--- src/rtl/clk_div_pkg.sv ---
// Shared definitions for the clock-divider configuration sequencer:
// FSM state encoding, the minimum legal ratio and default parameter values.
package clk_div_pkg;

    typedef enum logic [1:0] {
        ST_LOCKED = 2'd0,
        ST_DRAIN  = 2'd1,
        ST_HOLD   = 2'd2,
        ST_SETTLE = 2'd3
    } state_t;

    localparam int MIN_RATIO         = 2;
    localparam int DEF_WIDTH         = 3;
    localparam int DEF_DEFAULT_RATIO = 2;
    localparam int DEF_HOLD_CYCLES   = 2;
    localparam int DEF_TIMEOUT       = 64;

    // Width of a counter that must be able to hold the value n.
    function automatic int cnt_width(input int n);
        return (n < 1) ? 1 : $clog2(n + 1);
    endfunction

endpackage

--- src/rtl/clk_div_sync.sv ---
// Two-flop synchronizer for the divided-clock feedback; clears to 0 on reset.
module clk_div_sync (
    input  logic clock,
    input  logic reset_n,
    input  logic d,
    output logic q
);

    logic meta_reg;

    always_ff @(posedge clock or negedge reset_n) begin
        if (!reset_n) begin
            meta_reg <= 1'b0;
            q        <= 1'b0;
        end else begin
            meta_reg <= d;
            q        <= meta_reg;
        end
    end

endmodule

--- src/rtl/clk_div_ctrl.sv ---
// Ratio-change sequencer for an integer clock divider: drain, hold in reset, settle, relock.
// Optional DRAIN timeout is built when CLK_DIV_CTRL_TIMEOUT_EN is defined.
module clk_div_ctrl
    import clk_div_pkg::*;
#(
    parameter int WIDTH         = DEF_WIDTH,
    parameter int DEFAULT_RATIO = DEF_DEFAULT_RATIO,
    parameter int HOLD_CYCLES   = DEF_HOLD_CYCLES,
    parameter int TIMEOUT       = DEF_TIMEOUT
) (
    input  logic             clock,
    input  logic             reset_n,
    input  logic             req_valid,
    input  logic [WIDTH-1:0] req_ratio,
    output logic             req_ready,
    input  logic             clk_fb,
    output logic [WIDTH-1:0] div_ratio,
    output logic             div_rst_n,
    output logic             clk_en,
    output logic             locked,
    output logic             done,
    output logic             req_err
);

    localparam int                HOLD_W    = cnt_width(HOLD_CYCLES);
    localparam int                SETTLE_W  = WIDTH + 1;
    localparam logic [WIDTH-1:0]  RATIO_RST = WIDTH'(DEFAULT_RATIO);
    localparam logic [WIDTH-1:0]  RATIO_MIN = WIDTH'(MIN_RATIO);
    localparam logic [HOLD_W-1:0] HOLD_LAST = HOLD_W'(HOLD_CYCLES);

    state_t              state_reg, state_next;
    logic [WIDTH-1:0]    pending_reg, pending_next;
    logic [WIDTH-1:0]    ratio_reg, ratio_next;
    logic [HOLD_W-1:0]   hold_cnt_reg, hold_cnt_next, hold_inc;
    logic [SETTLE_W-1:0] settle_cnt_reg, settle_cnt_next, settle_inc;
    logic                ready_reg, ready_next;
    logic                rst_n_reg, rst_n_next;
    logic                en_reg, en_next;
    logic                locked_reg, locked_next;
    logic                done_reg, done_next;
    logic                err_reg, err_next;
    logic                fb_s;
    logic                drain_timeout;

    clk_div_sync u_fb_sync (
        .clock   (clock),
        .reset_n (reset_n),
        .d       (clk_fb),
        .q       (fb_s)
    );

`ifdef CLK_DIV_CTRL_TIMEOUT_EN
    localparam int                 DRAIN_W    = cnt_width(TIMEOUT);
    localparam logic [DRAIN_W-1:0] DRAIN_LAST = DRAIN_W'(TIMEOUT);

    logic [DRAIN_W-1:0] drain_cnt_reg, drain_cnt_next;

    always_ff @(posedge clock or negedge reset_n) begin
        if (!reset_n) begin
            drain_cnt_reg <= '0;
        end else begin
            drain_cnt_reg <= drain_cnt_next;
        end
    end

    // Counter is parked at zero outside DRAIN so each drain starts fresh.
    always_comb begin
        drain_cnt_next = '0;
        drain_timeout  = 1'b0;
        if (state_reg == ST_DRAIN) begin
            drain_cnt_next = drain_cnt_reg + DRAIN_W'(1);
            drain_timeout  = fb_s && (drain_cnt_next == DRAIN_LAST);
        end
    end
`else
    assign drain_timeout = 1'b0;
`endif

    always_ff @(posedge clock or negedge reset_n) begin
        if (!reset_n) begin
            state_reg      <= ST_HOLD;
            pending_reg    <= RATIO_RST;
            ratio_reg      <= RATIO_RST;
            hold_cnt_reg   <= '0;
            settle_cnt_reg <= '0;
            ready_reg      <= 1'b0;
            rst_n_reg      <= 1'b0;
            en_reg         <= 1'b0;
            locked_reg     <= 1'b0;
            done_reg       <= 1'b0;
            err_reg        <= 1'b0;
        end else begin
            state_reg      <= state_next;
            pending_reg    <= pending_next;
            ratio_reg      <= ratio_next;
            hold_cnt_reg   <= hold_cnt_next;
            settle_cnt_reg <= settle_cnt_next;
            ready_reg      <= ready_next;
            rst_n_reg      <= rst_n_next;
            en_reg         <= en_next;
            locked_reg     <= locked_next;
            done_reg       <= done_next;
            err_reg        <= err_next;
        end
    end

    // Outputs are computed one cycle ahead so that every port comes from a flop.
    always_comb begin
        state_next      = state_reg;
        pending_next    = pending_reg;
        ratio_next      = ratio_reg;
        hold_cnt_next   = '0;
        settle_cnt_next = '0;
        ready_next      = ready_reg;
        rst_n_next      = rst_n_reg;
        en_next         = en_reg;
        locked_next     = locked_reg;
        done_next       = 1'b0;
        err_next        = 1'b0;
        hold_inc        = hold_cnt_reg + HOLD_W'(1);
        settle_inc      = settle_cnt_reg + SETTLE_W'(1);

        case (state_reg)
            ST_LOCKED: begin
                if (req_valid && ready_reg) begin
                    if (req_ratio < RATIO_MIN) begin
                        err_next = 1'b1;
                    end else if (req_ratio == ratio_reg) begin
                        done_next = 1'b1;
                    end else begin
                        pending_next = req_ratio;
                        state_next   = ST_DRAIN;
                        ready_next   = 1'b0;
                        locked_next  = 1'b0;
                    end
                end
            end
            ST_DRAIN: begin
                // Only gate the clock while it is low to avoid a runt pulse.
                if (!fb_s || drain_timeout) begin
                    err_next   = drain_timeout;
                    state_next = ST_HOLD;
                    ratio_next = pending_reg;
                    rst_n_next = 1'b0;
                    en_next    = 1'b0;
                end
            end
            ST_HOLD: begin
                if (hold_inc == HOLD_LAST) begin
                    state_next = ST_SETTLE;
                    rst_n_next = 1'b1;
                end else begin
                    hold_cnt_next = hold_inc;
                end
            end
            ST_SETTLE: begin
                // Two full divided periods; compared at WIDTH+1 bits so max ratio cannot wrap.
                if (settle_inc == {ratio_reg, 1'b0}) begin
                    state_next  = ST_LOCKED;
                    en_next     = 1'b1;
                    locked_next = 1'b1;
                    done_next   = 1'b1;
                    ready_next  = 1'b1;
                end else begin
                    settle_cnt_next = settle_inc;
                end
            end
            default: begin
                state_next = ST_HOLD;
            end
        endcase
    end

    assign req_ready = ready_reg;
    assign div_ratio = ratio_reg;
    assign div_rst_n = rst_n_reg;
    assign clk_en    = en_reg;
    assign locked    = locked_reg;
    assign done      = done_reg;
    assign req_err   = err_reg;

endmodule

--- config.mk ---
export PLATFORM = sky130hd
export DESIGN_NAME = clk_div_ctrl
export DESIGN_NICKNAME = d
export VERILOG_FILES = /design/src/rtl/clk_div_pkg.sv /design/src/rtl/clk_div_sync.sv /design/src/rtl/clk_div_ctrl.sv
export SDC_FILE = /design/constraint.sdc
export NUM_CORES = 1
export LEC_CHECK = 0
export ABC_CLOCK_PERIOD_IN_PS = 2300
export CELL_PAD_IN_SITES_DETAIL_PLACEMENT = 1
export CELL_PAD_IN_SITES_GLOBAL_PLACEMENT = 1
export CORE_AREA = 2 2 49 61
export DETAILED_ROUTE_END_ITERATION = 10
export DIE_AREA = 0 0 51 63
export GPL_TIMING_DRIVEN = 0
export PLACE_DENSITY = 0.83
export SYNTH_ARGS = -nofsm -noshare
export SYNTH_HDL_FRONTEND = slang
export SYNTH_SLANG_ARGS = --single-unit
--- constraint.sdc ---
create_clock -name clock -period 2.3 [get_ports clock]
set_input_delay 0.46 -clock clock [delete_from_list [all_inputs] [get_ports clock]]
set_output_delay 0.46 -clock clock [all_outputs]
set_load 0.01 [all_outputs]
==> flow_summary_export.csv <==
group,metric,value,unit
worst_setup_path,cp_max_fo,8,
cells_and_area,most-common-layout-cells,"dfrtp_1 (18), clkdlybuf4s50_1 (14), nand2_1 (12)",
timing,setup_viol,0,
cells_and_area,syn_to_final_growth,20.19,%
clock_tree,cts_buffer_depth,2,
routing,vias_per_cell,5.177,
timing,period_minus_slack,2047,ps
yosys,synth_cell_types,30,
power,power_leakage,0.0005540,uW
floorplanning,initial_utilization,39.23,%
job,maxCapViolations,0,
worst_setup_path,crit_path_end_kind,"register",
global_routing,grt_max_degree,22,
global_routing,antenna_found_initial,0,
worst_setup_path,start_kind,"primary input",
timing,rsz0062_at_grt,"no",
cells_and_area,layout.nets,126,
cells_and_area,drive_above_1_share,15.04,%
floorplanning,die_area,0.003213,mm^2
placement,place_hpwl,1724,um
routing,ant_nets,0,
placement,port_buffers,14,
routing,wl_per_cell,14.94,um
timing,drv_slew,0,
global_routing,grtUsageTotal,16.29,%
hold_path,holdPathStages,0,
clock_tree,clock_latency,300,ps
cells_and_area,largest_reg_flops,4,
global_routing,met3_usage,2.871,%
clock_tree,cts_buffers,3,
routing,drc,0,
floorplanning,ios,16,
power,p_per_area,458.1,mW/mm^2
worst_setup_path,reg2reg_from,"settle_cnt_reg[0]",
hold_path,holdCritStartpoint,"u_fb_sync.meta_reg",
worst_setup_path,cp-startpoint,"req_ratio[1]",
worst_setup_path,crit_arrival,2280,ps
clock_tree,postCtsSetupRepairBufs,0,
global_routing,grt_pass1_wl,4077,um
global_routing,gr-usage-met1,19.91,%
floorplanning,row_count,21,
clock_tree,clk_pin_slew,120,ps
global_routing,grt-busiest-layer,"met2",
global_routing,overflow,0,
timing,skew,8.014,ps
yosys,seq_area_frac_synth,50.84,%
global_routing,grt_pass1_vias,913,
power,vdd.ir_drop.worst,0.0002328,V
routing,drt_iter0_markers,7,
routing,drt_first_pass_iters,3,
clock_tree,cts.sink_count,21,
timing,slew_headroom,36.88,%
routing,via_count,761,
cells_and_area,stdcell_count,147,
yosys,synth_area_leaders,"dfrtp_1 (43%), dfstp_2 (7.6%), ha_1 (6.0%)",
clock_tree,cts_tree,"yes",
timing,finalHoldViolCount,0,
placement,place_worst_setup_slack,-48.82,ps
timing,period_share,88.98,%
timing,worst_slew_pin_slew,943.8,ps
placement,placed_area,0.001224,mm^2
yosys,yosysTopAreaCell,"dfrtp_1",
outcome,status,"complete, no violations",
cells_and_area,insertedDiodeCount,0,
floorplanning,die_y,63,um
floorplanning,core_area,0.002654,mm^2
yosys,synth_fp_nets,107,
clock_tree,cts-root-buf,"clkbuf_4",
yosys,yosysWarnings,0,
worst_setup_path,required,2530,ps
yosys,synth.ff_latch_count,21,
floorplanning,die_x,51,um
timing,hold_ws,368.2,ps
routing,finalWirelength,2196,um
clock_tree,cts_resized,0,
yosys,netlist_area,0.001041,mm^2
cells_and_area,final_common_cell,"dfrtp_1",
clock_tree,htreeDepth,1,
timing,fmax,488.6,MHz
cells_and_area,design_area,0.001251,mm^2
placement,gp_congestion,0.8133,
timing,setup_slack,253.4,ps
yosys,yosysTopAreaCellShare,43.27,%
cells_and_area,final_core_util,47.15,%
worst_setup_path,reg2reg_depth,6,
worst_setup_path,criticalPathCategory,"in2reg",
clock_tree,postCtsHoldBufs,0,
yosys,synth.avg_cell_area,10.96,um^2
hold_path,hp-class,"reg2reg",
placement,dp_cells,143,
global_routing,grtUsageMet2,27.92,%
yosys,syn_inst,95,
-- metrics by stage --
stage | total power, uW | TNS (ps)
finish | 573.1 | 0
global route | 602.6 | 0
CTS | 579.9 | 0
detailed placement | 403.7 | -48.82
global placement | 402.7 | 0
floorplan | 383.9 | 0
-- layer usage --
layer	up-vias	share of wire, %
met5	-	0
met4	0	2.1
met3	4	3.4
met2	14	52
met1	383	42
li1	360	-
-- Yosys cell counts (all sizes together) --
cell / n
o32a: 1
o2111ai: 1
xnor3: 1
o21ai: 4
ha: 5
dfstp: 3
nand3: 3
o221ai: 1
mux2: 4
nand2: 12
a31oi: 1
nand2b: 1
o2111a: 2
and3: 2
xor2: 2
nor2: 8
inv: 6
dfrtp: 18
a32oi: 1
a21oi: 5
buf: 2
o211ai: 1
xnor2: 5
and2: 1
nor2b: 4
nor3b: 1
-- where the power goes --
| group | switching [uW] | total [uW] | internal, uW |
|---|---|---|---|
| clock network | 112 | 177 | 64.6 |
| logic | 14.1 | 24.2 | 10.1 |
| registers | 0.862 | 372 | 371 |
-- cells by family after synthesis --
group | Yosys count | share of synthesized area [%]
fa+ha+maj | 5 | 6.010
flops | 21 | 50.84
compound gates | 17 | 12.38
mux | 4 | 4.687
simple gates | 32 | 14.66
buf+inv | 8 | 3.365
xor+xnor | 8 | 8.053
-- critical path: stages --
cell	delay, ps
clkdlybuf4s50_1	550
and3_1	270
o221ai_2	220
o2111a_1	240
o2111a_1	240
mux2_4	310
-- path summary, 6_finish.rpt --
check | to | slack, ps
max | state_reg[1] | 250
min | u_fb_sync.q | 370
max reg2reg | state_reg[1] | 260
min reg2reg | u_fb_sync.q | 370
max in group asynchronous | hold_cnt_reg[0] | 1050
min in group asynchronous | settle_cnt_reg[0] | 670
-- area by class of cell --
type | instances | area (um^2)
sequential | 21 | 529.3
timing repair buffer | 14 | 140.1
buffer | 2 | 12.51
clock inverter | 1 | 5.005
clock buffer | 3 | 22.52
inverter | 6 | 22.52
tap | 34 | 42.54
multi-input combinational | 66 | 476.7
fill | 303 | 1403
No activity file was read; power rests on OpenSTA's default activity.
